===== src/rtl/mem_arb_pkg.sv =====
// Shared types and constants for the memory port arbiter.
package mem_arb_pkg;

  typedef enum logic [1:0] {
    IDLE  = 2'd0,
    ISSUE = 2'd1,
    WAIT  = 2'd2,
    DONE  = 2'd3
  } arbState_t;

  localparam logic GNT_IF = 1'b0;
  localparam logic GNT_D  = 1'b1;

  localparam int LAT_CNT_W = 4;

endpackage


===== src/rtl/arb_starve_counter.sv =====
// Counts data grants won while fetch was also waiting; saturates at STARVE_MAX.
module arb_starve_counter #(
  parameter int STARVE_MAX = 4
) (
  input  logic clk,
  input  logic rst,
  input  logic clr,
  input  logic inc,
  output logic atMax
);

  logic [3:0] cnt;

  assign atMax = (cnt == 4'(STARVE_MAX));

  always_ff @(posedge clk or posedge rst) begin
    if (rst) begin
      cnt <= 4'd0;
    end else if (clr) begin
      cnt <= 4'd0;
    end else if (inc && !atMax) begin
      cnt <= cnt + 4'd1;
    end
  end

endmodule


===== src/rtl/mem_port_arbiter.sv =====
// Serialises fetch and load/store traffic onto one synchronous memory port.
// Data has priority; fetch is forced after STARVE_MAX consecutive data wins.
//
// state | meaning
// IDLE  | arbitrate; latch winner's address/we/wdata into the mem_* registers
// ISSUE | mem_en high for one cycle; load latency counter
// WAIT  | count down memory latency; capture mem_rdata when counter hits 1
// DONE  | winner's valid pulse is high; return to IDLE
module mem_port_arbiter
  import mem_arb_pkg::*;
#(
  parameter int ADDR_W     = 32,
  parameter int DATA_W     = 32,
  parameter int MEM_LAT    = 1,
  parameter int STARVE_MAX = 4
) (
  input  logic              clk,
  input  logic              rst,
  input  logic              if_req,
  input  logic [ADDR_W-1:0] if_addr,
  output logic [DATA_W-1:0] if_rdata,
  output logic              if_valid,
  output logic              if_stall,
  input  logic              d_req,
  input  logic              d_we,
  input  logic [ADDR_W-1:0] d_addr,
  input  logic [DATA_W-1:0] d_wdata,
  output logic [DATA_W-1:0] d_rdata,
  output logic              d_valid,
  output logic              d_stall,
  output logic              mem_en,
  output logic              mem_we,
  output logic [ADDR_W-1:0] mem_addr,
  output logic [DATA_W-1:0] mem_wdata,
  input  logic [DATA_W-1:0] mem_rdata,
  output logic              busy
);

  arbState_t state, nextState;
  logic grant;
  logic [LAT_CNT_W-1:0] latCnt;
  logic anyReq, ifWins, idleGrant, lastWait, starveAtMax;

  assign anyReq    = if_req | d_req;
  assign ifWins    = if_req & (~d_req | starveAtMax);
  assign idleGrant = (state == IDLE) & anyReq;
  assign lastWait  = (latCnt == LAT_CNT_W'(1));

  assign if_stall = if_req & ~if_valid;
  assign d_stall  = d_req & ~d_valid;
  assign busy     = (state != IDLE);

  // Only a contested data win counts toward starvation.
  arb_starve_counter #(.STARVE_MAX(STARVE_MAX)) uStarve (
    .clk   (clk),
    .rst   (rst),
    .clr   (idleGrant & ifWins),
    .inc   (idleGrant & ~ifWins & if_req),
    .atMax (starveAtMax)
  );

  always_ff @(posedge clk or posedge rst) begin
    if (rst) begin
      state <= IDLE;
    end else begin
      state <= nextState;
    end
  end

  always_comb begin
    nextState = state;
    case (state)
      IDLE:    if (anyReq) nextState = ISSUE;
      ISSUE:   nextState = WAIT;
      WAIT:    if (lastWait) nextState = DONE;
      DONE:    nextState = IDLE;
      default: nextState = IDLE;
    endcase
  end

  always_ff @(posedge clk or posedge rst) begin
    if (rst) begin
      grant     <= GNT_IF;
      latCnt    <= '0;
      mem_en    <= 1'b0;
      mem_we    <= 1'b0;
      mem_addr  <= '0;
      mem_wdata <= '0;
      if_rdata  <= '0;
      d_rdata   <= '0;
      if_valid  <= 1'b0;
      d_valid   <= 1'b0;
    end else begin
      mem_en   <= 1'b0;
      if_valid <= 1'b0;
      d_valid  <= 1'b0;
      case (state)
        IDLE: begin
          if (anyReq) begin
            grant    <= ifWins ? GNT_IF : GNT_D;
            mem_en   <= 1'b1;
            mem_we   <= ~ifWins & d_we;
            mem_addr <= ifWins ? if_addr : d_addr;
            if (!ifWins) mem_wdata <= d_wdata;
          end
        end
        ISSUE: latCnt <= LAT_CNT_W'(MEM_LAT);
        WAIT: begin
          latCnt <= latCnt - LAT_CNT_W'(1);
          if (lastWait) begin
            if (grant == GNT_D) begin
              d_rdata <= mem_rdata;
              d_valid <= 1'b1;
            end else begin
              if_rdata <= mem_rdata;
              if_valid <= 1'b1;
            end
          end
        end
        default: ;
      endcase
    end
  end

endmodule


===== config.mk =====
export PLATFORM = sky130hd
export DESIGN_NAME = mem_port_arbiter
export DESIGN_NICKNAME = d
export VERILOG_FILES = /design/src/rtl/mem_arb_pkg.sv /design/src/rtl/arb_starve_counter.sv /design/src/rtl/mem_port_arbiter.sv
export SDC_FILE = /design/constraint.sdc
export NUM_CORES = 1
export LEC_CHECK = 0
export CAP_MARGIN = 5
export CELL_PAD_IN_SITES_DETAIL_PLACEMENT = 0
export CELL_PAD_IN_SITES_GLOBAL_PLACEMENT = 1
export CORE_MARGIN = 2
export CORE_UTILIZATION = 30
export DETAILED_ROUTE_END_ITERATION = 12
export DONT_BUFFER_PORTS = 1
export GPL_TIMING_DRIVEN = 0
export PLACE_DENSITY_LB_ADDON = 0.2
export SETUP_SLACK_MARGIN = 0.3
export SYNTH_ARGS = -nofsm -noshare
export SYNTH_HDL_FRONTEND = slang
export SYNTH_SLANG_ARGS = --single-unit

===== constraint.sdc =====
create_clock -name clk -period 6.6 [get_ports clk]
set_input_delay 0 -clock clk [delete_from_list [all_inputs] [get_ports clk]]
set_output_delay 0 -clock clk [all_outputs]
set_load 0.02 [all_outputs]

==> results of run 1 <==
cells by family after synthesis:
group                      after synthesis
buffers and inverters                   35
AOI/OAI and AO/OA                       48
muxes                                  100
DFF                                    143
and+or+nand+nor                         54
adders and majority gates                7
synthesized netlist by cell type (all sizes together):
master,instances,area share [%]
dfrtp,143,63
mux2,98,19
a221o,32,5.6
and2,32,3.5
buf,18,2.1
inv,14,0.92
ha,7,1.5
nand2,7,0.46
nor2b,4,0.44
o21ai,4,0.35
clkbuf,3,0.20
nand3,3,0.26
o22ai,3,0.33
a21oi,2,0.17
a31oi,2,0.22
mux2i,2,0.35
a21o,1,0.13
a22o,1,0.15
a32o,1,0.17
a41oi,1,0.15
and4bb,1,0.22
nand3b,1,0.13
nand4,1,0.11
nor2,1,0.066
nor3,1,0.087
nor3b,1,0.13
o32a,1,0.17
or3,1,0.11
or3b,1,0.15
per-stage QoR:
stage               area [µm²]  hold slack [ps]  utilization (%)  instances  setup WS (ps)
floorplan                 5724            134.7                -        387           2762
global placement          6017            135.4            32.17        621           1135
detailed placement        6050           -5.490            32.34        622           4440
==> out/metrics.cfg, run 1 <==
[run_status]
run_status = aborted with a tool error
stop_stage = clock tree synthesis (4_1_cts)
first-error = [ERROR RSZ-0060] Max buffer count reached.

[synth]
syn_inst = 387
syn-num-nets = 527
ys_types = 33
muxShareOfSynthArea_pct = 19.63
synth_fa_ha_area_share_pct = 1.530
synth-xor-area-share_pct = 0
synth-compound-area-share_pct = 7.454
ys_seq_area_share_pct = 62.51
syn_area_um2 = 5724
ys_warn_count = 0
yosys.area_share.simple_pct = 5.661
synth_top_family_by_area = multiplexers
synth_seq_cells = 143
synth_area_per_cell_um2 = 14.79

[die]
dieHeight_um = 142.1
ios = 268
die_w_um = 142.1
num_rows = 50
start_util_pct = 30.60

[clocking]
postCtsSetupBuffers = 0
hold_buffers = 132
clock_sinks = 143
clockRootBuffer = clkbuf_16
ctsResizeCount = 0
cts-buffers-inserted = 17
cts_buffer_depth = 2
htreeDepth = 4

[place]
gp_congestion = 0.6716
port_buffers = 0
dpl.hpwl_um = 9662

==> run 2: changes to the inputs <==
CELL_PAD_IN_SITES_DETAIL_PLACEMENT = default   (was 0)
CELL_PAD_IN_SITES_GLOBAL_PLACEMENT = default   (was 1)
CORE_UTILIZATION = 20   (was 30)
PLACE_DENSITY_LB_ADDON = 0.15   (was 0.2)
SETUP_SLACK_MARGIN = default   (was 0.3)
==> run 2 against run 1 <==
  * The run now ends clean
  * Synthesized cell count unchanged
  * Synthesized area did not move
==> out/metrics.cfg, run 2 <==
[synth]
muxShareOfSynthArea_pct = 19.63  ; unchanged
synth_edf_count = 0  ; unchanged
synthTopCellsByArea = dfrtp_1 63%, mux2_2 14%, mux2_1 5.7%, a221o_1 5.6%, and2_1 3.5%  ; unchanged
syn-num-nets = 527  ; unchanged
ys_warn_count = 0  ; unchanged
ys.flop_type = dfrtp_1  ; unchanged
synth_seq_cells = 143  ; unchanged
synth_common_cells = 143 x dfrtp_1, 69 x mux2_2, 32 x a221o_1, 32 x and2_1, 29 x mux2_1  ; unchanged
yosysMostFrequentCell = dfrtp_1  ; unchanged
synth-compound-area-share_pct = 7.454  ; unchanged
synth_fa_ha_area_share_pct = 1.530  ; unchanged
syn_area_um2 = 5724  ; unchanged
ys_seq_area_share_pct = 62.51  ; unchanged
synth_area_leader_cell = dfrtp_1  ; unchanged
ys_types = 33  ; unchanged
async_flop_share_pct = 100.0  ; unchanged
synth_top_family_by_area = multiplexers  ; unchanged
yosys.area_share.simple_pct = 5.661  ; unchanged
synth_area_per_cell_um2 = 14.79  ; unchanged
synth-xor-area-share_pct = 0  ; unchanged
synth_top_area_share_pct = 62.51  ; unchanged
syn_inst = 387  ; unchanged

[power]
ir_drop_mv = 0.2002
p_per_area_nw_per_um2 = 526.4
cellLeakagePower_nw = 3.471

[die]
die_w_um = 173.2  ; was 142.1 µm
ios = 268  ; unchanged
num_rows = 61  ; was 50
dieArea_um2 = 29990
start_util_pct = 20.44  ; was 30.60%
core_area_um2 = 28010
dieHeight_um = 173.2  ; was 142.1 µm

[worst_hold_path]
min_path_type = input pin to async pin

[clocking]
ctsResizeCount = 0  ; unchanged
cts_buffer_depth = 2  ; unchanged
clockRootBuffer = clkbuf_16  ; unchanged
hold_buffers = 134  ; was 132
clock_sinks = 143  ; unchanged
clkTransAtPathRegs_ps = 60
cts_tree = built
postCtsSetupBuffers = 0  ; unchanged
htreeDepth = 4  ; unchanged
cts-buffers-inserted = 17  ; unchanged
clk_latency_ps = 410

[place]
postPlaceCellArea_um2 = 6230  ; was 6050 µm²
gp_congestion = 0.8279  ; was 0.6716
place_inst = 766  ; was 622
port_buffers = 0  ; unchanged
dpl.hpwl_um = 10860  ; was 9662 µm

[setup_path]
cp-start-kind = flop
cp_max_fo = 10
critPathCaptureType = flop
rr_worst_depth = 7
crit_required_ps = 6940
arrival_ps = 3050
r2r_slack_ps = 3890
r2r_start = state[0]
r2r_end = mem_addr[7]
crit_type = flop to flop

[timing]
post-route-period-util_pct = 41.12
finalSetupViolations = 0
skew_ps = 7.989
rsz0062_at_grt = no
relSlewSlack_pct = 57.02
tns_ps = 0
worstMarginPinSlew_ps = 640.4
timing.fmax_mhz = 368.5
maxSlewViolCount = 0
finalHoldViolCount = 0
layout_min_cycle_time_ps = 2714

[detailed_routing]
drcViolationCount = 0
vias = 3913
wl_met3_um = 1520
totalWireLength_um = 16370
viasPerCell = 4.194
routed-wl-met2_um = 8260
drtIter0Drc = 142
met1Wirelength_um = 6318
drt.antenna.violating_nets = 0
firstDrtPassIters = 4
top_layer = met4
wire_per_inst_um = 17.55

[grt]
grt_max_degree = 83
overflow = 0
grt_pass1_vias = 4315
grt_pass1_wl_um = 25460
antenna_found_initial = 1
grt_usage_pct = 10.93

[final_layout]
stdcell_count = 933
finish.utilization_pct = 29.18
area_delta_synth_final_pct = 42.80
stdcell_area_um2 = 8174
layout-drive-gt1-share_pct = 22.02
fill_cells = 2833
final_cell_mix = 143 x dfrtp_1, 134 x dlygate4sd3_1, 69 x mux2_2, 32 x and2_1, 32 x a221o_1
final_common_cell = dfrtp_1
final_nets = 681

[run]
cap_violations = 0

[run_status]
run_status = finished, final reports clean  ; was aborted with a tool error

==> run 2: cell counts after synthesis <==
Identical to the previous run, type by type.
==> run 2: critical path, cell delays in order (launching register included) <==
cell and delay (ps):
dfrtp_1 380, inv_1 110, ha_1 290, nand2_1 200, a21oi_1 520, buf_2 370
a221o_1 210, dlygate4sd3_1 560
==> run 2: power breakdown <==
group / total (mW) / leakage (nW) / internal (mW) / switching (mW)
Sequential: 2.15 / 1.72 / 1.31 / 0.836
Combinational: 1.17 / 1.47 / 0.713 / 0.460
Clock: 0.983 / 0.281 / 0.589 / 0.394
==> run 2: per-stage QoR <==
stage	hold WS [ps]	worst slack (ps)	total power [mW]
after global placement	135.0	1145	3.079
after floorplan	134.7	2762	2.798
final	152.2	3886	4.303
after detailed placement	-30.54	4257	3.113
after global routing	178.4	3563	4.557
after CTS	151.4	3789	4.351
==> run 2: layout make-up <==
class                      instances  area, µm²  area share (%)
clock buffer                      20      466.7           5.709
sequential                       143       3578           43.78
buffer                            21      131.4           1.607
inverter                          14      57.56          0.7041
multi-input combinational        209       1962           24.00
antenna                            1      2.502         0.03061
timing repair buffer             135       1369           16.75
clock inverter                    12      133.9           1.638
tap                              378      473.0           5.786
==> run 2: worst max path at each step <==
| stage | slack [ps] | to | cells past startpoint | start |
|---|---|---|---|---|
| floorplan | 2760 | d_rdata[0] | 1 | rst |
| global placement | 1150 | d_rdata[27] | 1 | rst |
| detailed placement | 4260 | mem_wdata[2] | 7 | state[0] |
| CTS | 3790 | mem_addr[10] | 8 | state[0] |
| global route | 3560 | mem_addr[7] | 8 | state[0] |
| finish | 3890 | mem_addr[7] | 7 | state[0] |
==> run 2: per-layer routing <==
layer,vias to the layer above,track usage (%)
met1,1974,11.68
met3,16,5.057
met4,0,3.743
li1,1711,-
met5,-,0
met2,212,19.00
==> run 2: logic make-up after synthesis <==
logic type,Yosys count
flops,143
buf+inv,35
compound gates,48
fa+ha+maj,7
simple gates,54
mux,100
Note: power is estimated with default switching activity, not from simulation.
